`config.mk`:
```
export PLATFORM = sky130hd
export DESIGN_NAME = io_bus_master
export DESIGN_NICKNAME = d
export VERILOG_FILES = /design/src/rtl/io_bus_master.sv
export SDC_FILE = /design/constraint.sdc
export NUM_CORES = 1
export LEC_CHECK = 0
export ABC_AREA = 1
export CAP_MARGIN = 40
export CORE_MARGIN = 2
export CORE_UTILIZATION = 30
export DETAILED_ROUTE_END_ITERATION = 6
export HOLD_SLACK_MARGIN = 0.05
export PLACE_DENSITY_LB_ADDON = 0.08
export SYNTH_ARGS = -nofsm -noshare
export SYNTH_HDL_FRONTEND = slang
export SYNTH_SLANG_ARGS = --single-unit
export TNS_END_PERCENT = 50
```
`constraint.sdc`:
```
create_clock -name clk -period 2.6 [get_ports clk]
set_input_delay 0.52 -clock clk [delete_from_list [all_inputs] [get_ports clk]]
set_output_delay 0.52 -clock clk [all_outputs]
set_load 0.005 [all_outputs]
```
`src/rtl/io_bus_master.sv`:
```
`default_nettype none
// ============================================================================
// Module   : io_bus_master
// Purpose  : Processor-side initiator for the 8-bit port I/O bus. Runs single
//            IN/OUT transactions and, for blocking UART commands, polls the
//            UART status port until the access can go ahead or the poll limit
//            is used up.
// Revision : 1.0 - initial release
// ============================================================================
module io_bus_master #(
    parameter int RD_LATENCY = 2,
    parameter int POLL_LIMIT = 255
) (
    input  logic       clk,
    input  logic       reset,
    input  logic       cmd_valid,
    output logic       cmd_ready,
    input  logic       cmd_write,
    input  logic       cmd_blocking,
    input  logic [7:0] cmd_port,
    input  logic [7:0] cmd_wdata,
    output logic       rsp_valid,
    output logic [7:0] rsp_data,
    output logic       rsp_timeout,
    output logic [7:0] IO_port_ID,
    output logic [7:0] IO_write_data,
    output logic       IO_write_strobe,
    output logic       IO_read_strobe,
    input  logic [7:0] IO_read_data
);

    localparam logic [2:0] c_st_idle      = 3'd0;
    localparam logic [2:0] c_st_poll_stb  = 3'd1;
    localparam logic [2:0] c_st_poll_wait = 3'd2;
    localparam logic [2:0] c_st_acc_stb   = 3'd3;
    localparam logic [2:0] c_st_rd_wait   = 3'd4;

    // UART data port and its two status ports
    localparam logic [7:0] c_uart_data    = 8'h01;
    localparam logic [7:0] c_uart_rx_stat = 8'h02;
    localparam logic [7:0] c_uart_tx_stat = 8'h03;

    // Wait counter counts down to zero on the capture edge
    localparam logic [3:0] c_wait_init  = 4'(RD_LATENCY - 1);
    localparam logic [7:0] c_poll_limit = 8'(POLL_LIMIT);

    logic [2:0] r_state;
    logic       r_write;
    logic [7:0] r_port;
    logic [7:0] r_wdata;
    logic [7:0] r_poll_cnt;
    logic [3:0] r_wait;
    logic       r_rsp_valid;
    logic [7:0] r_rsp_data;
    logic       r_rsp_timeout;
    logic [7:0] r_io_port;
    logic [7:0] r_io_wdata;
    logic       r_wr_stb;
    logic       r_rd_stb;

    logic       w_poll_pass;
    logic [7:0] w_poll_cnt_next;

    // TX status passes when "full" bit is clear, RX status when "data present" is set
    assign w_poll_pass     = r_write ? ~IO_read_data[0] : IO_read_data[0];
    assign w_poll_cnt_next = r_poll_cnt + 8'd1;

    assign cmd_ready       = (r_state == c_st_idle);
    assign rsp_valid       = r_rsp_valid;
    assign rsp_data        = r_rsp_data;
    assign rsp_timeout     = r_rsp_timeout;
    assign IO_port_ID      = r_io_port;
    assign IO_write_data   = r_io_wdata;
    assign IO_write_strobe = r_wr_stb;
    assign IO_read_strobe  = r_rd_stb;

    // Transaction sequencer with registered bus and response outputs
    always_ff @(posedge clk or posedge reset) begin
        if (reset) begin
            r_state       <= c_st_idle;
            r_write       <= 1'b0;
            r_port        <= 8'h00;
            r_wdata       <= 8'h00;
            r_poll_cnt    <= 8'h00;
            r_wait        <= 4'h0;
            r_rsp_valid   <= 1'b0;
            r_rsp_data    <= 8'h00;
            r_rsp_timeout <= 1'b0;
            r_io_port     <= 8'h00;
            r_io_wdata    <= 8'h00;
            r_wr_stb      <= 1'b0;
            r_rd_stb      <= 1'b0;
        end else begin
            // Strobes and the response pulse last exactly one cycle
            r_rsp_valid <= 1'b0;
            r_wr_stb    <= 1'b0;
            r_rd_stb    <= 1'b0;
            case (r_state)
                c_st_idle: begin
                    if (cmd_valid) begin
                        r_write    <= cmd_write;
                        r_port     <= cmd_port;
                        r_wdata    <= cmd_wdata;
                        r_poll_cnt <= 8'h00;
                        if (cmd_blocking && (cmd_port == c_uart_data)) begin
                            r_state   <= c_st_poll_stb;
                            r_rd_stb  <= 1'b1;
                            r_io_port <= cmd_write ? c_uart_tx_stat : c_uart_rx_stat;
                        end else begin
                            r_state   <= c_st_acc_stb;
                            r_io_port <= cmd_port;
                            if (cmd_write) begin
                                r_wr_stb   <= 1'b1;
                                r_io_wdata <= cmd_wdata;
                            end else begin
                                r_rd_stb   <= 1'b1;
                            end
                        end
                    end
                end
                c_st_poll_stb: begin
                    r_state <= c_st_poll_wait;
                    r_wait  <= c_wait_init;
                end
                c_st_poll_wait: begin
                    if (r_wait != 4'h0) begin
                        r_wait <= r_wait - 4'h1;
                    end else if (w_poll_pass) begin
                        r_state   <= c_st_acc_stb;
                        r_io_port <= r_port;
                        if (r_write) begin
                            r_wr_stb   <= 1'b1;
                            r_io_wdata <= r_wdata;
                        end else begin
                            r_rd_stb   <= 1'b1;
                        end
                    end else begin
                        r_poll_cnt <= w_poll_cnt_next;
                        if (w_poll_cnt_next == c_poll_limit) begin
                            // Give up without touching the data port
                            r_state       <= c_st_idle;
                            r_io_port     <= 8'h00;
                            r_rsp_valid   <= 1'b1;
                            r_rsp_data    <= 8'h00;
                            r_rsp_timeout <= 1'b1;
                        end else begin
                            r_state  <= c_st_poll_stb;
                            r_rd_stb <= 1'b1;
                        end
                    end
                end
                c_st_acc_stb: begin
                    if (r_write) begin
                        r_state       <= c_st_idle;
                        r_io_port     <= 8'h00;
                        r_io_wdata    <= 8'h00;
                        r_rsp_valid   <= 1'b1;
                        r_rsp_data    <= 8'h00;
                        r_rsp_timeout <= 1'b0;
                    end else begin
                        r_state <= c_st_rd_wait;
                        r_wait  <= c_wait_init;
                    end
                end
                c_st_rd_wait: begin
                    if (r_wait != 4'h0) begin
                        r_wait <= r_wait - 4'h1;
                    end else begin
                        r_state       <= c_st_idle;
                        r_io_port     <= 8'h00;
                        r_rsp_valid   <= 1'b1;
                        r_rsp_data    <= IO_read_data;
                        r_rsp_timeout <= 1'b0;
                    end
                end
                default: begin
                    r_state <= c_st_idle;
                end
            endcase
        end
    end

endmodule
`default_nettype wire
```
==> results.toml, run 1 <==
[critical_path]
endpoint = "cmd_ready"
worst-path-stages = 4
critPathBufInv = 2
path_cells = "nor2_1 -> inv_2 -> nor2_2 -> clkdlybuf4s50_1"
cp-start-kind = "flop"
critical-path-top-delay-family = "buffers and inverters"
rr_startpoint = "r_poll_cnt[0]"
worstPathRequired_ps = 2080
slowest_stage = "clkdlybuf4s50_1"
crit_path_max_incr_delay_ps = 590
ff2ff_path_depth = 13
arrival_ps = 1860
crit_type = "reg -> out"
r2r-end = "IO_port_ID[6]"
cp_max_fo = 6
crit_start = "r_state[2]"
critPathCaptureType = "output port"
ff2ff_setup_slack_ps = 630

[timing]
max_slew_margin_pct = 59.1
finClkSkew_ps = 8.73
rsz0062_at_grt = "false"
whs_ps = 470
hold_viol = 0
period_share_pct = 91.6
tightest_slew_ps = 610
final-setup-viol-count = 0
slew_violations = 0
fin_tns_setup_ps = 0
fmax_mhz = 420
fin_crit_ps = 2380

[min_path]
min_delay_path_depth = 2
min_from = "IO_port_ID[3]"
hp-class = "reg -> reg"

[flow_run]
cap_viol_max_count = 0

[clock_tree]
cts_max_level = 3
clkLatencyLatePin_ps = 340
postCtsSetupBuffers = 0
cts_hold_buf = 0
numCtsBuffers = 9
clk_pin_slew_ps = 70
cts_resized = 0
tritoncts = "yes"
cts.sinks = 60
cts_root_buf = "clkbuf_8"
cts_buffer_depth = 2

[pwr]
ir_drop_v = 0.000361
p_per_area_nw_per_um2 = 1170
p_leak_nw = 2.06
p_total_mw = 4.76

[synth]
synth.net_count = 442
syn_avg_cell_area_sq_um = 7.51
ys_seq_area_share_pct = 48.9
ys_types = 26
yosysWarnings = 0
synth-seq-cells = 60
synthCells = 409
synth_area_sq_um = 3070

[route]
drt.antenna.violating_nets = 0
drt_iter0_drc = 105
dr.pass1.iters = 4
met1_length_um = 3860
routed.top_layer = "met4"
drt-total-wl_um = 7860
wl_met3_um = 250
route.met2.wl_um = 3650
drc = 0
wl_per_cell_um = 12.7
viasPerCell = 4.55
via_count = 2810

[status]
outcome = "complete, no violations"

[layout]
nNetsFinal = 514
drive_gt1_share_pct = 9.09
area_delta_synth_final_pct = 32.8
final_common_cell = "nand2_1"
n_antenna_cell = 0
layout_common_cells = "nand2_1 (139), dfrtp_1 (60), clkdlybuf4s50_1 (57)"
final_util_pct = 41.3

[placement]
port-buffer-count = 57
routabilityCongestion = 0.808
dp_hpwl_um = 5700

[global_routing]
grt_remaining_overflow = 0
grt_util_all_layers_pct = 15.4
grt_pass1_wl_um = 13500
grt_max_degree = 61
grt_pass1_vias = 2748
antenna_found_initial = 0

[floorplanning]
pin_count = 58
dieWidth_um = 105
die_h_um = 105
initial_core_util_pct = 31.1
rows = 36
core_sq_um = 9860
die_area_sq_um = 11100
## cell type report
cell class                 instances  area, sq um
multi-input combinational        290         1350
clock inverter                     1         30.0
timing repair buffer              66          651
inverter                          54          203
tap                              133          166
fill                            1076         5790
clock buffer                      13          179
sequential                        60         1500
## worst min-delay path by stage
stage               slack (ps)            end
CTS                        480  IO_port_ID[3]
detailed placement         460  IO_port_ID[3]
global route               490  IO_port_ID[3]
global placement           450    rsp_data[2]
floorplan                  450      r_wait[0]
finish                     470  IO_port_ID[3]
## report_power, final
| group | total, mW | internal (mW) | switching, mW |
|---|---|---|---|
| registers | 1.50 | 1.29 | 0.210 |
| logic | 2.36 | 0.950 | 1.41 |
| clock network | 0.898 | 0.537 | 0.360 |
## flip-flops by register name (all words and copies together) (netlist names), 3 cells and up
signal         count
r_poll_cnt         8
rsp_data           8
r_wait             4
r_state            3
r_port             8
IO_write_data      8
r_wdata            8
IO_port_ID         8
## per-stage QoR
step	std cells	worst slack [ps]	area (sq um)
after global placement	603	168	3870
after floorplan	409	595	3070
after detailed placement	603	168	3870
final	617	219	4080
after CTS	617	205	4080
after global routing	617	73.3	4080
## cell usage after synthesis
library cell	count	area share [%]
a211oi_1	1	0.24
nor2_2	1	0.20
clkbuf_1	4	0.49
nand2_4	1	0.37
nor3_2	1	0.33
buf_2	1	0.16
xnor2_1	1	0.29
o21ai_1	1	0.16
nand2_2	6	1.2
nand3_1	42	6.8
nor2_4	1	0.37
o22ai_1	7	1.4
clkinv_1	1	0.12
nor3_1	2	0.33
xor2_1	2	0.57
inv_1	46	5.6
o21ai_0	40	6.5
a21oi_1	3	0.49
nor2_1	33	4.0
nand2_1	139	17
ha_1	4	1.6
nor3_4	2	1.1
inv_2	7	0.86
dfrtp_1	60	49
nand4_1	2	0.41
nand3b_2	1	0.37
## logic make-up after synthesis
group	after synthesis	synth area share, %
compound gates	52	8.84
xor+xnor	3	0.856
simple gates	231	32.5
buf+inv	59	7.25
flops	60	48.9
fa+ha+maj	4	1.63
## metal layers
metal  GRT usage, %  vias up
met5              0        -
li1               -     1439
met3           3.49       10
met4           4.86        0
met2           24.7       48
met1           20.6     1313
## worst reg2reg max path: stages, from the launching register on
cell and delay, ps:
dfrtp_1 440, ha_1 250, nand2_1 70, inv_1 60, nor2_1 150, nand2_1 90, inv_1 60, nand2_1 40
nor2_1 80, nand2_1 130, nand2_2 200, nand2_2 150, nand2_1 100, nand2_1 50
Note: power is estimated with default switching activity, not from simulation.
==> run 2: changes to the inputs <==
--- a/config.mk
+++ b/config.mk
@@ -8,7 +8,7 @@
 export ABC_AREA = 1
 export CAP_MARGIN = 40
 export CORE_MARGIN = 2
-export CORE_UTILIZATION = 30
+export CORE_UTILIZATION = 29
 export DETAILED_ROUTE_END_ITERATION = 6
 export HOLD_SLACK_MARGIN = 0.05
 export PLACE_DENSITY_LB_ADDON = 0.08
==> run 2 against run 1 <==
  * Wire length decreased by 0.90%
  * Sequential cell count unchanged
  * Register-to-register slack lost 40 ps
  * Sequential share of layout area rose by 0.26 points
  * Final area shrank 0.71%
  * Core utilization is 2.1 points lower
  * Clock power fell by 9.9%
  * Combinational power hardly changed
  * Cell count up 0.65%
  * Clock skew increased by 6.4 ps
  * Hold slack better by 1.6 ps
==> results.toml, run 2 (synthesis gave the netlist of run 1 again) <==
[timing]
hold_viol = 0
max_slew_margin_pct = 61.9
period_share_pct = 90.1
tightest_slew_ps = 568
slew_violations = 0
rsz0062_at_grt = "false"
final-setup-viol-count = 0
fin_tns_setup_ps = 0
fin_crit_ps = 2340
finClkSkew_ps = 15.1
fmax_mhz = 427

[route]
drt-total-wl_um = 7790
wl_per_cell_um = 12.5
dr.pass1.iters = 4
viasPerCell = 4.49
drt_iter0_drc = 130
drt.antenna.violating_nets = 0
drc = 0
via_count = 2789

[global_routing]
gr-usage-met3_pct = 3.34
grt_max_degree = 61
top_usage_layer = "met2"
met1_usage_pct = 18.9
antenna_found_initial = 0
grt_util_all_layers_pct = 14.4
grt_pass1_vias = 2695
grt_pass1_wl_um = 12900
grt_remaining_overflow = 0
grtUsageMet2_pct = 23.4

[pwr]
combPwrFrac_pct = 50.5
p_switching_mw = 2.00
p_leak_nw = 2.05
ir_drop_v = 0.000381
pwr-share-clk_pct = 17.3
p_sw_share_pct = 42.9
p_per_area_nw_per_um2 = 1150
p_seq_share_pct = 32.2
p_int_mw = 2.67

[layout]
n_antenna_cell = 0
nNetsFinal = 513
fillerInstances = 1108
drive_gt1_share_pct = 8.87
final_common_cell = "nand2_1"
area_delta_synth_final_pct = 31.8
layout_common_cells = "nand2_1 (139), dfrtp_1 (60), clkdlybuf4s50_1 (57)"
final_area_sq_um = 4050
multi_input_area_sq_um = 1350
regArea_sq_um = 1500

[critical_path]
arrival_ps = 1820
worstPathRequired_ps = 2080
crit_path_max_incr_delay_ps = 560
cp_max_fo = 6
slowest_stage = "clkdlybuf4s50_1"
path_cells = "nor2_1 -> inv_2 -> nor2_2 -> clkdlybuf4s50_1"
critPathCaptureType = "output port"
crit_type = "reg -> out"
cp-start-kind = "flop"

[floorplanning]
initial_core_util_pct = 29.7
die_h_um = 107
rows = 37
core_sq_um = 10300
dieWidth_um = 107
pin_count = 58
die_area_sq_um = 11400

[clock_tree]
tritoncts = "yes"
cts_resized = 0
cts.sinks = 60
numCtsBuffers = 9
clk_pin_slew_ps = 70
cts_root_buf = "clkbuf_8"
cts_hold_buf = 0
cts_max_level = 3
clkLatencyLatePin_ps = 340
postCtsSetupBuffers = 0
cts_buffer_depth = 2

[placement]
routabilityCongestion = 0.844
dp_hpwl_um = 5640
port-buffer-count = 57
place_area_sq_um = 3860

[status]
outcome = "complete, no violations"

[min_path]
hp-class = "reg -> reg"

[flow_run]
cap_viol_max_count = 0
## run 2: cell count changes in the layout (fill, tap and decap cells not counted)
cell / previous run / this run
clkinv_2: 0 / 3
buf_4: 8 / 7
clkinvlp_4: 0 / 1
clkbuf_1: 0 / 2
clkbuf_8: 13 / 9
## run 2: per-stage QoR
stage,util (%),hold WS (ps),setup WS (ps),cells,power (mW)
floorplan,-,449,595,409,2.95
global placement,37.4,458,149,605,3.89
detailed placement,37.4,458,78.3,605,3.92
CTS,39.2,476,228,621,4.75
global route,39.2,490,148,621,5.12
finish,39.2,472,258,621,4.67
## run 2: final timing paths
| path | from | endpoint | slack (ps) | cells past startpoint |
|---|---|---|---|---|
| max | r_state[2] | cmd_ready | 260 | 4 |
| min | rsp_data[5] | rsp_data[5] | 470 | 2 |
| max reg2reg | r_poll_cnt[0] | IO_port_ID[6] | 590 | 13 |
| min reg2reg | rsp_data[5] | rsp_data[5] | 470 | 2 |
| max in group asynchronous | reset | IO_port_ID[4] | 1750 | 3 |
| min in group asynchronous | reset | r_poll_cnt[5] | 570 | 3 |
## run 2: layout make-up
class | instances | share of cell area [%]
flip-flops and latches | 60 | 37.1
multi-input cells | 290 | 33.3
repair buffers | 65 | 15.9
inverters | 54 | 5.01
well taps | 136 | 4.20
clock buffers | 11 | 3.25
clock inverters | 5 | 1.30
## run 2: critical path, delay by kind of cell (launching register included)
family                 cells  cell delay [ps]
flip-flops                 1              420
buffers and inverters      2              630
AND/OR/NAND/NOR            2              440
## run 2: metal layers
layer  share of wire [%]  routed length (um)  vias to the layer above
met2                  47                3620                       52
met4                0.57                  44                        0
met1                  49                3850                     1297
li1                    -                   -                     1438
met3                 3.5                 275                        2
met5                   0                   0                        -
## run 2: power by group through the flow
| stage | combinational, mW | sequential, mW | clock, mW |
|---|---|---|---|
| 3_5_place_dp | 2.40 | 1.52 | 0 |
| 3_3_place_gp | 2.37 | 1.52 | 0 |
| 6_report | 2.36 | 1.50 | 0.809 |
| 2_1_floorplan | 1.46 | 1.50 | 0 |
| 4_1_cts | 2.41 | 1.50 | 0.843 |
| 5_1_grt | 2.70 | 1.55 | 0.875 |
==> run 3: changes to the inputs <==
--- a/config.mk
+++ b/config.mk
@@ -12,6 +12,7 @@
 export DETAILED_ROUTE_END_ITERATION = 6
 export HOLD_SLACK_MARGIN = 0.05
 export PLACE_DENSITY_LB_ADDON = 0.08
+export REMOVE_ABC_BUFFERS = 1
 export SYNTH_ARGS = -nofsm -noshare
 export SYNTH_HDL_FRONTEND = slang
 export SYNTH_SLANG_ARGS = --single-unit
==> constraint.sdc (replaced) <==
create_clock -name clk -period 2.5 [get_ports clk]
set_input_delay 0.5 -clock clk [delete_from_list [all_inputs] [get_ports clk]]
set_output_delay 0.5 -clock clk [all_outputs]
set_load 0.005 [all_outputs]
==> run 3 against run 2 <==
  * Global-route usage grew 0.78 points
  * Hold slack is essentially flat
  * Final area grew 1.2%
  * Register-to-register slack lost 80 ps
  * Count of clock-buffer cells in the layout is the same
  * Cell count grew 0.32%
  * Combinational power grew 3%
  * Core utilization grew 0.46 points
  * Highest routed layer unchanged
==> results.toml, run 3 (synthesis gave the netlist of run 1 again) <==
[flow_run]
cap_viol_max_count = 0

[min_path]
hp-class = "reg -> reg"
min_from = "rsp_data[4]"

[placement]
routabilityCongestion = 0.836
dp_cells = 607
dp_hpwl_um = 5850
port-buffer-count = 57

[pwr]
p_sw_share_pct = 41.8
pwr-share-clk_pct = 19.7
p_seq_share_pct = 31.4
p_leak_nw = 2.07
p_per_area_nw_per_um2 = 1220
combPwrFrac_pct = 48.9
p_int_mw = 2.90
p_switching_mw = 2.08
ir_drop_v = 0.000494

[route]
drt-total-wl_um = 7910
drt_iter0_drc = 125
viasPerCell = 4.49
drc = 0
drt.antenna.violating_nets = 0
wl_per_cell_um = 12.7
via_count = 2796
dr.pass1.iters = 4

[layout]
n_antenna_cell = 0
fin_cells = 623
final_common_cell = "nand2_1"
nNetsFinal = 515
area_delta_synth_final_pct = 33.4
drive_gt1_share_pct = 9.45
layout_common_cells = "nand2_1 (139), dfrtp_1 (60), clkdlybuf4s50_1 (57)"

[status]
outcome = "complete, no violations"

[critical_path]
worstPathRequired_ps = 2000
arrival_ps = 1830
rr_startpoint = "r_poll_cnt[0]"
crit_type = "reg -> out"
crit_start = "r_state[2]"
ff2ff_setup_slack_ps = 510
cp-start-kind = "flop"
endpoint = "cmd_ready"
r2r-end = "IO_port_ID[7]"
ff2ff_path_depth = 13
critPathCaptureType = "output port"
cp_max_fo = 6

[global_routing]
grt_remaining_overflow = 0
grt_max_degree = 26
antenna_found_initial = 0
grt_pass1_vias = 2801
grt_pass1_wl_um = 13500
grt_util_all_layers_pct = 15.2

[timing]
tightest_slew_ps = 581
fin_tns_setup_ps = 0
max_slew_margin_pct = 61.1
fmax_mhz = 429
final-setup-viol-count = 0
rsz0062_at_grt = "false"
fin_crit_ps = 2330
period_share_pct = 93.3
hold_viol = 0
slew_violations = 0
finClkSkew_ps = 5.01

[floorplanning]
die_area_sq_um = 11400
pin_count = 58
dieWidth_um = 107
core_sq_um = 10300
die_h_um = 107
initial_core_util_pct = 29.7
rows = 37

[clock_tree]
cts_hold_buf = 0
cts_root_buf = "clkbuf_8"
clkLatencyLatePin_ps = 340
cts_max_level = 3
cts.sinks = 60
postCtsSetupBuffers = 0
tritoncts = "yes"
numCtsBuffers = 9
cts_resized = 0
cts_buffer_depth = 2
clk_pin_slew_ps = 70
[run 3: per-stage QoR]
step | hold slack (ps) | total power [mW] | cell area (sq um) | utilization [%] | worst slack, ps
floorplan | 449 | 3.05 | 3050 | - | 515
global placement | 458 | 4.05 | 3880 | 37.6 | 113
detailed placement | 460 | 4.06 | 3880 | 37.6 | 73.3
CTS | 479 | 5.06 | 4100 | 39.7 | 124
global route | 507 | 5.48 | 4100 | 39.7 | 49.1
finish | 471 | 4.99 | 4100 | 39.7 | 166
[run 3: how the worst min path moves through the flow]
stage,end,slack (ps),cells past startpoint
global route,IO_port_ID[5],510,2
floorplan,r_wait[0],450,2
finish,rsp_data[4],470,2
detailed placement,rsp_data[4],460,2
global placement,IO_port_ID[3],460,2
CTS,rsp_data[4],480,2
[run 3: per-layer routing]
layer	vias up	wire (um)	global-route usage, %
met5	-	0	0
met4	0	38	4.73
met3	2	248	3.53
met2	49	3810	24.1
met1	1302	3810	20.7
li1	1443	-	-
[run 3: worst max-delay path: stages, from the launching register on]
cell and delay, ps:
dfrtp_1 420, nor2_1 210, inv_2 70, nor2_2 230, clkdlybuf4s50_1 560
[run 3: power groups by stage]
| stage | Sequential [mW] | Combinational, mW | Clock (mW) |
|---|---|---|---|
| after global placement | 1.58 | 2.46 | 0 |
| after floorplan | 1.56 | 1.50 | 0 |
| after CTS | 1.57 | 2.49 | 1.01 |
| after global routing | 1.62 | 2.81 | 1.05 |
| final | 1.57 | 2.44 | 0.981 |
| after detailed placement | 1.58 | 2.47 | 0 |
[run 3: final cells by class]
type	instances	area (sq um)
Timing Repair Buffer	67	658
Inverter	54	203
Fill cell	1082	6230
Clock buffer	11	141
Tap cell	136	170
Clock inverter	5	75.1
Multi-Input combinational cell	290	1350
Sequential cell	60	1500
